$ cat src/rtl/cpu_sequencer_if.sv
// Memory and ALU side-band bus of the accumulator CPU sequencer.
// master = sequencer, slave = memory/ALU datapath.
interface cpu_sequencer_if #(
  parameter int ADDR_W = 5
);
  // Strobe semantics: every strobe is a one-cycle level decoded from the
  // sequencer state; there is no back-pressure, memory answers in the same cycle.
  logic [ADDR_W-1:0] addr;
  logic              mem_rd;
  logic              mem_we;
  logic [7:0]        d_bus_in;
  logic [7:0]        instruction;
  logic              ldAcc;
  logic              useAlu;
  logic              dbusSelect;
  logic              z;

  modport master (
    output addr, mem_rd, mem_we, instruction, ldAcc, useAlu, dbusSelect,
    input  d_bus_in, z
  );

  modport slave (
    input  addr, mem_rd, mem_we, instruction, ldAcc, useAlu, dbusSelect,
    output d_bus_in, z
  );
endinterface

$ cat src/rtl/cpu_sequencer.sv
// Fetch/execute sequencer for the 8-bit accumulator CPU (IR, PC, strobes).
// Optional single-step input enabled by defining SEQ_SINGLE_STEP_EN.
module cpu_sequencer #(
  parameter int                ADDR_W   = 5,
  parameter logic [ADDR_W-1:0] RESET_PC = '0
) (
  input  logic                clk,
  input  logic                reset,
  input  logic                run,
`ifdef SEQ_SINGLE_STEP_EN
  input  logic                step,
`endif
  cpu_sequencer_if.master     bus,
  output logic [ADDR_W-1:0]   pc,
  output logic                busy,
  output logic [1:0]          dbg_state
);

  typedef enum logic [1:0] {
    IDLE   = 2'd0,
    FETCH  = 2'd1,
    EXEC_A = 2'd2,
    EXEC_B = 2'd3
  } state_t;

  typedef enum logic [2:0] {
    OP_ADD   = 3'b000,
    OP_SUB   = 3'b001,
    OP_NAND  = 3'b010,
    OP_SHIFT = 3'b011,
    OP_LD    = 3'b100,
    OP_ST    = 3'b101,
    OP_JMP   = 3'b110,
    OP_JZ    = 3'b111
  } opcode_t;

  state_t            state_q, state_d;
  logic [7:0]        ir_q;
  logic [ADDR_W-1:0] pc_q, pc_d;
  logic              ir_load;
  logic [ADDR_W-1:0] operand;
  logic [2:0]        opcode;

  logic [ADDR_W-1:0] addr_c;
  logic              mem_rd_c, mem_we_c, ld_acc_c, use_alu_c, dbus_sel_c;

  assign opcode  = ir_q[7:5];
  assign operand = ir_q[ADDR_W-1:0];

`ifdef SEQ_SINGLE_STEP_EN
  // step is synchronised first; only a fresh 0->1 transition launches an instruction
  logic step_q1, step_q2, step_rise;
  always_ff @(posedge clk or negedge reset) begin
    if (!reset) begin
      step_q1 <= 1'b0;
      step_q2 <= 1'b0;
    end else begin
      step_q1 <= step;
      step_q2 <= step_q1;
    end
  end
  assign step_rise = step_q1 & ~step_q2;
`endif

  always_ff @(posedge clk or negedge reset) begin
    if (!reset) begin
      state_q <= IDLE;
      ir_q    <= 8'h00;
      pc_q    <= RESET_PC;
    end else begin
      state_q <= state_d;
      pc_q    <= pc_d;
      if (ir_load) ir_q <= bus.d_bus_in;
    end
  end

  always_comb begin
    state_d    = state_q;
    pc_d       = pc_q;
    ir_load    = 1'b0;
    addr_c     = pc_q;
    mem_rd_c   = 1'b0;
    mem_we_c   = 1'b0;
    ld_acc_c   = 1'b0;
    use_alu_c  = 1'b0;
    dbus_sel_c = 1'b0;
    case (state_q)
      IDLE: begin
`ifdef SEQ_SINGLE_STEP_EN
        if (run || step_rise) state_d = FETCH;
`else
        if (run) state_d = FETCH;
`endif
      end
      FETCH: begin
        mem_rd_c = 1'b1;
        ir_load  = 1'b1;
        pc_d     = pc_q + ADDR_W'(1);
        state_d  = EXEC_A;
      end
      EXEC_A: begin
        addr_c  = operand;
        state_d = run ? FETCH : IDLE;
        // Unlisted or unknown opcodes fall to default: no strobes, normal exit
        case (opcode)
          OP_ADD, OP_SUB, OP_NAND: begin
            mem_rd_c  = 1'b1;
            use_alu_c = 1'b1;
          end
          OP_SHIFT: use_alu_c = 1'b1;
          OP_LD: begin
            mem_rd_c = 1'b1;
            ld_acc_c = 1'b1;
          end
          OP_ST:  state_d = EXEC_B;
          OP_JMP: pc_d = operand;
          OP_JZ:  if (bus.z) pc_d = operand;
          default: ;
        endcase
      end
      EXEC_B: begin
        addr_c     = operand;
        dbus_sel_c = 1'b1;
        mem_we_c   = 1'b1;
        state_d    = run ? FETCH : IDLE;
      end
      default: state_d = IDLE;
    endcase
  end

  assign bus.addr        = addr_c;
  assign bus.mem_rd      = mem_rd_c;
  assign bus.mem_we      = mem_we_c;
  assign bus.ldAcc       = ld_acc_c;
  assign bus.useAlu      = use_alu_c;
  assign bus.dbusSelect  = dbus_sel_c;
  assign bus.instruction = ir_q;
  assign pc              = pc_q;
  assign busy            = (state_q != IDLE);
  assign dbg_state       = state_q;

endmodule

$ cat src/flat_wrapper.sv
// flat-port wrapper written by rule: the top's interface ports become plain ports
module cpu_sequencer_flat 
#(
  parameter int                ADDR_W   = 5,
  parameter logic [ADDR_W-1:0] RESET_PC = '0
)
  (clk, reset, run, pc, busy, dbg_state, bus_addr, bus_mem_rd, bus_mem_we, bus_instruction, bus_ldAcc, bus_useAlu, bus_dbusSelect, bus_d_bus_in, bus_z);
  cpu_sequencer_if #(.ADDR_W(ADDR_W)) bus_i ();
  input  logic clk;
  input  logic reset;
  input  logic run;
  output logic [ADDR_W-1:0] pc;
  output logic busy;
  output logic [1:0] dbg_state;
  output wire logic [$bits(bus_i.addr)-1:0] bus_addr;
  output wire logic [$bits(bus_i.mem_rd)-1:0] bus_mem_rd;
  output wire logic [$bits(bus_i.mem_we)-1:0] bus_mem_we;
  output wire logic [$bits(bus_i.instruction)-1:0] bus_instruction;
  output wire logic [$bits(bus_i.ldAcc)-1:0] bus_ldAcc;
  output wire logic [$bits(bus_i.useAlu)-1:0] bus_useAlu;
  output wire logic [$bits(bus_i.dbusSelect)-1:0] bus_dbusSelect;
  input wire logic [$bits(bus_i.d_bus_in)-1:0] bus_d_bus_in;
  input wire logic [$bits(bus_i.z)-1:0] bus_z;
  assign bus_addr = bus_i.addr;
  assign bus_mem_rd = bus_i.mem_rd;
  assign bus_mem_we = bus_i.mem_we;
  assign bus_instruction = bus_i.instruction;
  assign bus_ldAcc = bus_i.ldAcc;
  assign bus_useAlu = bus_i.useAlu;
  assign bus_dbusSelect = bus_i.dbusSelect;
  assign bus_i.d_bus_in = bus_d_bus_in;
  assign bus_i.z = bus_z;
  cpu_sequencer #(.ADDR_W(ADDR_W), .RESET_PC(RESET_PC)) u_core (.clk(clk), .reset(reset), .run(run), .bus(bus_i), .pc(pc), .busy(busy), .dbg_state(dbg_state));
endmodule
$ cat config.mk
export PLATFORM = sky130hd
export DESIGN_NAME = cpu_sequencer_flat
export DESIGN_NICKNAME = d
export VERILOG_FILES = /design/src/rtl/cpu_sequencer_if.sv /design/src/rtl/cpu_sequencer.sv /design/src/flat_wrapper.sv
export SDC_FILE = /design/constraint.sdc
export NUM_CORES = 1
export LEC_CHECK = 0
export BUFFER_PORTS_ARGS = -buffer_cell sky130_fd_sc_hd__buf_2
export CAP_MARGIN = 0
export CORE_MARGIN = 4
export CORE_UTILIZATION = 46
export CTS_CLUSTER_SIZE = 14
export DETAILED_ROUTE_END_ITERATION = 16
export HOLD_SLACK_MARGIN = 0.15
export PLACE_DENSITY_LB_ADDON = 0.15
export SLEW_MARGIN = 15
export SYNTH_ARGS = -nofsm -noshare
export SYNTH_HDL_FRONTEND = slang
export SYNTH_SLANG_ARGS = --single-unit
$ cat constraint.sdc
create_clock -name clk -period 2.18 [get_ports clk]
set_input_delay 0.218 -clock clk [delete_from_list [all_inputs] [get_ports clk]]
set_output_delay 0.218 -clock clk [all_outputs]
set_load 0.02 [all_outputs]
==> results.cfg, run 1 <==
[synth]
ys_types = 25
netlist_area_um2 = 916
synth_edf_count = 0
ys_seq_elements = 15
syn_area_per_cell_um2 = 10.5
syn-num-nets = 105
syn_inst = 87
yosysSeqAreaShare = 0.410
synth_warnings = 0
ys_async_sr_fraction = 1.00
ys.flop_type = dfrtp_1

[placement]
place_area_mm2 = 0.00112
hpwl_mm = 1.62
gp_congestion = 0.779
place_worst_setup_slack_ns = 0.399
port_buffers = 37

[worst_setup_path]
setup.worst_path.start_class = flop
r2r_end = u_core.pc[0]$_DFFE_PN0P_
r2r_cells = 6
worstSetupEndpointType = output port
cp.required_ns = 1.96
worst-r2r-setup-slack_ns = 0.39
path_cells = inv_1 > ha_1 > nor2_4 > mux2_2 > buf_2
worst_path_max_delay_cell = dfrtp_1
max_stage_delay_ns = 0.42
critPathMaxFanout = 6
arrival_ns = 1.83
worstReg2RegStart = u_core.dbg_state[0]$_DFFE_PN0P_
critPathKind = flop to output port

[global_route]
busiest_layer = met2
grt_first_pass_wirelength_mm = 3.78
grt_usage = 0.187
grt_max_degree = 16
grt_pass1_vias = 804
met1_usage = 0.230
grt_use_met3 = 0.0513
antenna_found_initial = 0
grt_use_met2 = 0.322
grt-ovfl-total = 0

[die]
die_h_um = 52.6
core_area_mm2 = 0.00180
die_area_mm2 = 0.00277
dieWidth_um = 52.6
fp-row-count = 15
initial_core_util = 0.508
ios = 38

[pwr]
clkPwrFrac = 0.074
pwr_density_cell_mw_per_mm2 = 1840
p_int_uw = 1130
p_comb_frac = 0.652
leakage_uw = 0.000607
switching_share = 0.508
seq_power_share = 0.273
max-vdd-ir-drop_uv = 960
p_sw_uw = 1160

[timing]
slew_headroom = 0.738
setup_slack_ns = 0.134
post-route-min-period_ns = 2.05
clock.fmax_mhz = 489
rsz0062_at_grt = false
finalCritPeriodShare = 0.938
setup_viol = 0
slew_violations = 0
final_hold_viol_count = 0
worst_pin_slew_ns = 0.393
tns_ns = 0
finClkSkew_ns = 0.00408
hold_slack_ns = 0.255

[clocking]
cts_buffers = 3
ctsRootBufferMaster = clkbuf_4
clock_sinks = 15
clk-insertion-delay-late_ns = 0.29
cts_max_level = 1
clock_path_buffers = 2
clk_pin_slew_ns = 0.09
cts_tree = done
cts_setup_buffers = 0

[route]
finalWirelength_mm = 2.28
drt_first_iter_violations = 19
drc = 0
num_vias = 849
avgViaCountPerCell = 5.34
postRouteAntennaNets = 0
first_pass_iters = 4
wire_per_inst_um = 14.3

[finish]
mostFrequentLayoutCells = 37 x buf_2, 15 x mux2_2, 15 x dfrtp_1
diodes = 0
final_common_cell = buf_2
nets = 153
drive_gt1_frac = 0.463
final_area_mm2 = 0.00124
syn2layout_area_growth_pct = 35.7
nFillCells = 152

[job]
maxCapViolCount = 0

[worst_hold_path]
hp-class = primary input to flop
hold_path_depth = 3
hold_path_end = u_core.dbg_state[0]$_DFFE_PN0P_
hp-start = run

[status]
run_status = finished, final reports clean
## worst max-delay path: cells and delay by family (launching register included)
kind / cells / cell delay [ns]
buffers and inverters: 2 / 0.28
flip-flops: 1 / 0.42
AND/OR/NAND/NOR: 1 / 0.21
adder cells (fa/ha/maj): 1 / 0.26
multiplexers: 1 / 0.37
## through the flow
step | util | power (µW) | instances
after CTS | 0.687 | 2300 | 159
after floorplan | - | 1670 | 87
after global routing | 0.690 | 2470 | 159
after detailed placement | 0.620 | 2100 | 146
final | 0.690 | 2290 | 159
after global placement | 0.620 | 2050 | 146
## how the worst max path moves through the flow
| stage | start | to | slack, ns |
|---|---|---|---|
| finish | u_core.dbg_state[0]$_DFFE_PN0P_ | bus_addr[0] | 0.13 |
| detailed placement | u_core.dbg_state[0]$_DFFE_PN0P_ | bus_addr[0] | 0.40 |
| CTS | u_core.dbg_state[0]$_DFFE_PN0P_ | bus_addr[0] | 0.03 |
| global route | u_core.dbg_state[0]$_DFFE_PN0P_ | bus_addr[0] | 0.03 |
| global placement | u_core.dbg_state[0]$_DFFE_PN0P_ | bus_addr[4] | 0.42 |
| floorplan | u_core.dbg_state[0]$_DFFE_PN0P_ | bus_addr[0] | 0.45 |
## cell families (layout without fill, tap and decap cells)
| logic type | count (synthesis) | after routing | share of synthesized area |
|---|---|---|---|
| multiplexers | 16 | 16 | 0.195 |
| AO/OA/AOI/OAI | 25 | 25 | 0.167 |
| AND/OR/NAND/NOR | 15 | 15 | 0.0970 |
| flip-flops | 15 | 15 | 0.410 |
| buffers and inverters | 10 | 57 | 0.0492 |
| adder cells (fa/ha/maj) | 6 | 6 | 0.0820 |
## repair_timing
action | 4_1_cts | 5_1_grt
hold endpoints to repair | 23 | 0
hold buffers | 9 | 0
resized for setup | 0 | 1
endpoints found under the setup margin | 0 | 5
## synth_stat cells (all sizes together), types with 2 or more instances
library cell  number  area (µm²)
o22ai              9        56.3
inv                6        22.5
nor2               4        17.5
dfrtp             15         375
a21oi              9        48.8
o31ai              2        15.0
buf                4        22.5
nand2              3        13.8
ha                 6        75.1
mux2              15         169
o21ai              2        10.0
nand3              3        15.0
## flip-flops by register name, summed over array words and instances, names as in the netlist
register,cells
u_core.bus.instruction,8
u_core.pc,5
u_core.dbg_state,2
## area by class of cell
cell class	instances	area, µm²	area share
multi-input combinational	62	500	0.403
sequential	15	375	0.302
timing repair buffer	47	283	0.228
tap	25	31.3	0.0252
clock buffer	3	22.5	0.0181
inverter	6	22.5	0.0181
clock inverter	1	7.51	0.00604
## power groups by stage
| stage | logic (µW) | registers [µW] | clock network, µW |
|---|---|---|---|
| after floorplan | 918 | 753 | 0 |
| after global placement | 1440 | 615 | 0 |
| after detailed placement | 1470 | 628 | 0 |
| after CTS | 1500 | 625 | 176 |
| after global routing | 1630 | 659 | 184 |
| final | 1500 | 627 | 170 |
## metal layers
layer,vias up,wire (µm)
met1,398,953
li1,413,-
met5,-,0
met3,4,155
met4,0,21
met2,34,1150
Power figures use the tool's default switching activity.
==> run 2, diff against run 1 <==
- CELL_PAD_IN_SITES_DETAIL_PLACEMENT: unset -> 1
- CELL_PAD_IN_SITES_GLOBAL_PLACEMENT: unset -> 1
- CORE_UTILIZATION: 46 -> 34
==> run 2 against run 1 <==
Global-route usage down 3.0 points. Setup slack better by 0.025 ns. Highest routed layer unchanged. Maximum frequency up 1.2%. Clock skew down 0.0027 ns. Largest power group unchanged. Cell count unchanged. Sequential cell count unchanged. Via count up 0.47%. Critical path depth unchanged. Clock power down 5%.
==> results.cfg, run 2 (synthesis gave the netlist of run 1 again) <==
[route]
avgViaCountPerCell = 5.36
finalWirelength_mm = 2.59
first_pass_iters = 4
drt_first_iter_violations = 13
postRouteAntennaNets = 0
wire_per_inst_um = 16.3
drc = 0
num_vias = 853

[timing]
tns_ns = 0
setup_viol = 0
final_hold_viol_count = 0
rsz0062_at_grt = false
finalCritPeriodShare = 0.927
hold_slack_ns = 0.162
post-route-min-period_ns = 2.02
worst_pin_slew_ns = 0.443
slew_headroom = 0.704
clock.fmax_mhz = 495
slew_violations = 0
finClkSkew_ns = 0.00133

[worst_setup_path]
setup.worst_path.start_class = flop
cp.required_ns = 1.96
crit_family = flip-flops
worst_path_max_delay_cell = dfrtp_1
max_stage_delay_ns = 0.39
crit_buf_inv = 2
arrival_ns = 1.80
worstSetupEndpointType = output port
critPathMaxFanout = 6
critPathKind = flop to output port
path_cells = inv_1 > ha_1 > nor2_4 > mux2_2 > buf_2

[global_route]
grt_max_degree = 16
antenna_found_initial = 0
grt_pass1_vias = 911
grt_first_pass_wirelength_mm = 4.18
grt_usage = 0.157
grt-ovfl-total = 0

[finish]
drive_gt1_frac = 0.481
diodes = 0
nets = 148
largest_register_ffs = 8
nFillCells = 309
final_common_cell = buf_2
instances_no_fill = 159
syn2layout_area_growth_pct = 30.2
mostFrequentLayoutCells = 37 x buf_2, 15 x mux2_2, 15 x dfrtp_1

[clocking]
clock_path_buffers = 2
ctsRootBufferMaster = clkbuf_4
cts_max_level = 1
clock_sinks = 15
cts_buffers = 3
cts_tree = done
cts_setup_buffers = 0
clk-insertion-delay-late_ns = 0.28
clk_pin_slew_ns = 0.09

[pwr]
max-vdd-ir-drop_uv = 948
pwr_density_cell_mw_per_mm2 = 1940
leakage_uw = 0.000588

[die]
initial_core_util = 0.363
die_h_um = 59.9
dieWidth_um = 59.9
ios = 38
fp-row-count = 18
die_area_mm2 = 0.00359
core_area_mm2 = 0.00252

[placement]
gp_congestion = 0.838
hpwl_mm = 1.97
dpl.cell_count = 152
port_buffers = 37

[job]
maxCapViolCount = 0

[status]
run_status = finished, final reports clean

[worst_hold_path]
hp-class = primary input to flop
[run 2: changes by cell type in the layout (fill, tap and decap cells not counted), sizes merged]
cell / delta
buf: +1
clkbuf: +1
clkinvlp: -1
dlygate4sd3: -6
[run 2: worst reg2reg max path, stage by stage (launching register included)]
cell	delay, ns
dfrtp_1	0.45
inv_1	0.12
ha_1	0.35
buf_4	0.17
nand2_1	0.05
mux2_2	0.26
o22ai_1	0.14
a21oi_1	0.05
[run 2: cell type report]
type	count	area [µm²]	area share
multi-input cells	62	500	0.420
flip-flops and latches	15	375	0.315
repair buffers	42	230	0.193
well taps	30	37.5	0.0315
clock buffers	4	26.3	0.0220
inverters	6	22.5	0.0189
[run 2: power breakdown]
group | internal [µW] | total, µW | switching (µW)
combinational | 650 | 1530 | 879
sequential | 422 | 623 | 201
clock | 71.1 | 162 | 90.7
total | 1140 | 2310 | 1170
[run 2: path summary, 6_finish.rpt]
check	from	depth (start not counted)	slack (ns)	to
worst min register to register	u_core.bus.instruction[4]$_DFFE_PN0P_	1	0.57	u_core.bus.instruction[4]$_DFFE_PN0P_
worst max register to register	u_core.dbg_state[1]$_DFFE_PN0P_	7	0.48	u_core.pc[3]$_DFFE_PN0P_
worst min-delay path	bus_d_bus_in[7]	2	0.16	u_core.bus.instruction[7]$_DFFE_PN0P_
max in group asynchronous	reset	2	1.56	u_core.bus.instruction[5]$_DFFE_PN0P_
worst max-delay path	u_core.dbg_state[0]$_DFFE_PN0P_	5	0.16	bus_addr[3]
min in group asynchronous	reset	2	0.37	u_core.bus.instruction[0]$_DFFE_PN0P_
[run 2: metal layers]
metal  track usage  up-vias  routed length, µm
met5             0        -                  0
met4        0.0285        0                 15
met3        0.0432        2                179
met2         0.279       37               1330
met1         0.187      409               1070
li1              -      405                  -
[run 2: repair_timing]
| item | in CTS | in global routing |
|---|---|---|
| endpoints found under the hold margin | 15 | 2 |
| endpoints found under the setup margin | 0 | 5 |
| gates resized for setup | 0 | 1 |
| hold buffers | 1 | 2 |
[run 2: per-stage QoR]
stage | utilization | setup slack [ns] | total power (µW) | cell area, µm²
after floorplan | - | 0.447 | 1670 | 916
after global placement | 0.448 | 0.443 | 2100 | 1130
after detailed placement | 0.448 | 0.375 | 2170 | 1130
after CTS | 0.463 | 0.0529 | 2340 | 1170
after global routing | 0.473 | 0.0481 | 2530 | 1190
final | 0.473 | 0.159 | 2310 | 1190
==> run 3, diff against run 2 <==
- CORE_MARGIN: 4 -> unset
==> run 3 against run 2 <==
Cell count is the same. Global-route usage grew 3.8 points. Critical path depth is the same. Register-to-register slack is essentially flat. Critical path type unchanged. Critical endpoint is now bus_addr[1]. Largest cell class unchanged.
==> results.cfg, run 3 (synthesis gave the netlist of run 1 again) <==
[status]
run_status = finished, final reports clean

[finish]
diodes = 0
final_common_cell = buf_2
nFillCells = 304
nets = 148
post-route-util = 0.473
mostFrequentLayoutCells = 37 x buf_2, 15 x mux2_2, 15 x dfrtp_1
largest_register_ffs = 8
drive_gt1_frac = 0.481
syn2layout_area_growth_pct = 30.2

[worst_setup_path]
cp.required_ns = 1.96
arrival_ns = 1.81
r2r_cells = 7
critPathMaxFanout = 6
worstSetupEndpointType = output port
worstReg2RegStart = u_core.dbg_state[1]$_DFFE_PN0P_
r2r_end = u_core.pc[3]$_DFFE_PN0P_
critPathKind = flop to output port
worst-r2r-setup-slack_ns = 0.49
crit_end = bus_addr[1]
crit_start = u_core.dbg_state[0]$_DFFE_PN0P_
setup.worst_path.start_class = flop

[route]
postRouteAntennaNets = 0
num_vias = 856
wire_per_inst_um = 15.1
finalWirelength_mm = 2.40
first_pass_iters = 2
drc = 0
drt_first_iter_violations = 1
avgViaCountPerCell = 5.38

[global_route]
grt_max_degree = 16
grt_first_pass_wirelength_mm = 3.94
antenna_found_initial = 0
grt_usage = 0.195
grt-ovfl-total = 0
grt_pass1_vias = 834

[die]
die_h_um = 53.9
initial_core_util = 0.363
dieWidth_um = 53.9
die_area_mm2 = 0.00291
fp-row-count = 18
core_area_mm2 = 0.00252
ios = 38

[timing]
clock.fmax_mhz = 492
setup_viol = 0
worst_pin_slew_ns = 0.485
post-route-min-period_ns = 2.03
slew_headroom = 0.676
setup_slack_ns = 0.149
tns_ns = 0
finalCritPeriodShare = 0.932
slew_violations = 0
final_hold_viol_count = 0
finClkSkew_ns = 0.00487
hold_slack_ns = 0.162
rsz0062_at_grt = false

[pwr]
max-vdd-ir-drop_uv = 959
p_int_uw = 1140
p_comb_frac = 0.661
pwr_density_cell_mw_per_mm2 = 1930
clkPwrFrac = 0.070
p_total_uw = 2300
switching_share = 0.502
p_sw_uw = 1150
seq_power_share = 0.269
leakage_uw = 0.000588

[clocking]
clock_sinks = 15
cts_setup_buffers = 0
clk_pin_slew_ns = 0.09
cts_tree = done
clk-insertion-delay-late_ns = 0.29
ctsRootBufferMaster = clkbuf_4
clock_path_buffers = 2
cts_buffers = 3
cts_max_level = 1

[placement]
port_buffers = 37
hpwl_mm = 1.75
gp_congestion = 0.737
place_worst_setup_slack_ns = 0.383

[worst_hold_path]
hp-class = primary input to flop

[job]
maxCapViolCount = 0
run 3: cell counts in the layout (fill, tap and decap cells not counted):
No cell type changed its count.
run 3: what timing repair did:
item,in CTS,in global routing
hold buffers,1,2
hold endpoints to repair,15,2
setup endpoints to repair,0,5
gates resized for setup,0,1
run 3: stage by stage:
| step | cells | cell area (µm²) |
|---|---|---|
| floorplan | 87 | 916 |
| global placement | 152 | 1130 |
| detailed placement | 152 | 1130 |
| CTS | 157 | 1170 |
| global route | 159 | 1190 |
| finish | 159 | 1190 |
run 3: worst max-delay path, stage by stage, from the launching register on:
cell and delay [ns]:
dfrtp_1 0.40, inv_1 0.12, ha_1 0.27, nor2_4 0.22
mux2_2 0.36, buf_2 0.16
run 3: power groups by stage:
stage	Clock, µW	Sequential, µW	Combinational, µW
finish	162	617	1520
global placement	0	614	1480
floorplan	0	753	918
detailed placement	0	628	1510
global route	189	659	1670
CTS	169	623	1530
run 3: metal layers:
layer,vias to the layer above,GRT usage,part of all wire,routed length [µm]
met1,416,0.231,0.43,1040
met3,2,0.0593,0.051,122
met5,-,0,0,0
li1,409,-,-,-
met4,0,0.0395,0.0063,15
met2,29,0.342,0.51,1220
run 3: how the worst min path moves through the flow:
stage | start | endpoint | cells past startpoint
after floorplan | reset | u_core.bus.instruction[0]$_DFFE_PN0P_ | 0
after global placement | reset | u_core.bus.instruction[0]$_DFFE_PN0P_ | 1
after detailed placement | reset | u_core.bus.instruction[0]$_DFFE_PN0P_ | 1
after CTS | bus_d_bus_in[5] | u_core.bus.instruction[5]$_DFFE_PN0P_ | 2
after global routing | bus_d_bus_in[1] | u_core.bus.instruction[1]$_DFFE_PN0P_ | 2
final | bus_d_bus_in[3] | u_core.bus.instruction[3]$_DFFE_PN0P_ | 2
run 3: layout make-up:
type	instances	area, µm²	share of cell area
Sequential cell	15	375	0.315
Tap cell	30	37.5	0.0315
Timing Repair Buffer	42	230	0.193
Clock buffer	4	26.3	0.0220
Inverter	6	22.5	0.0189
Multi-Input combinational cell	62	500	0.420
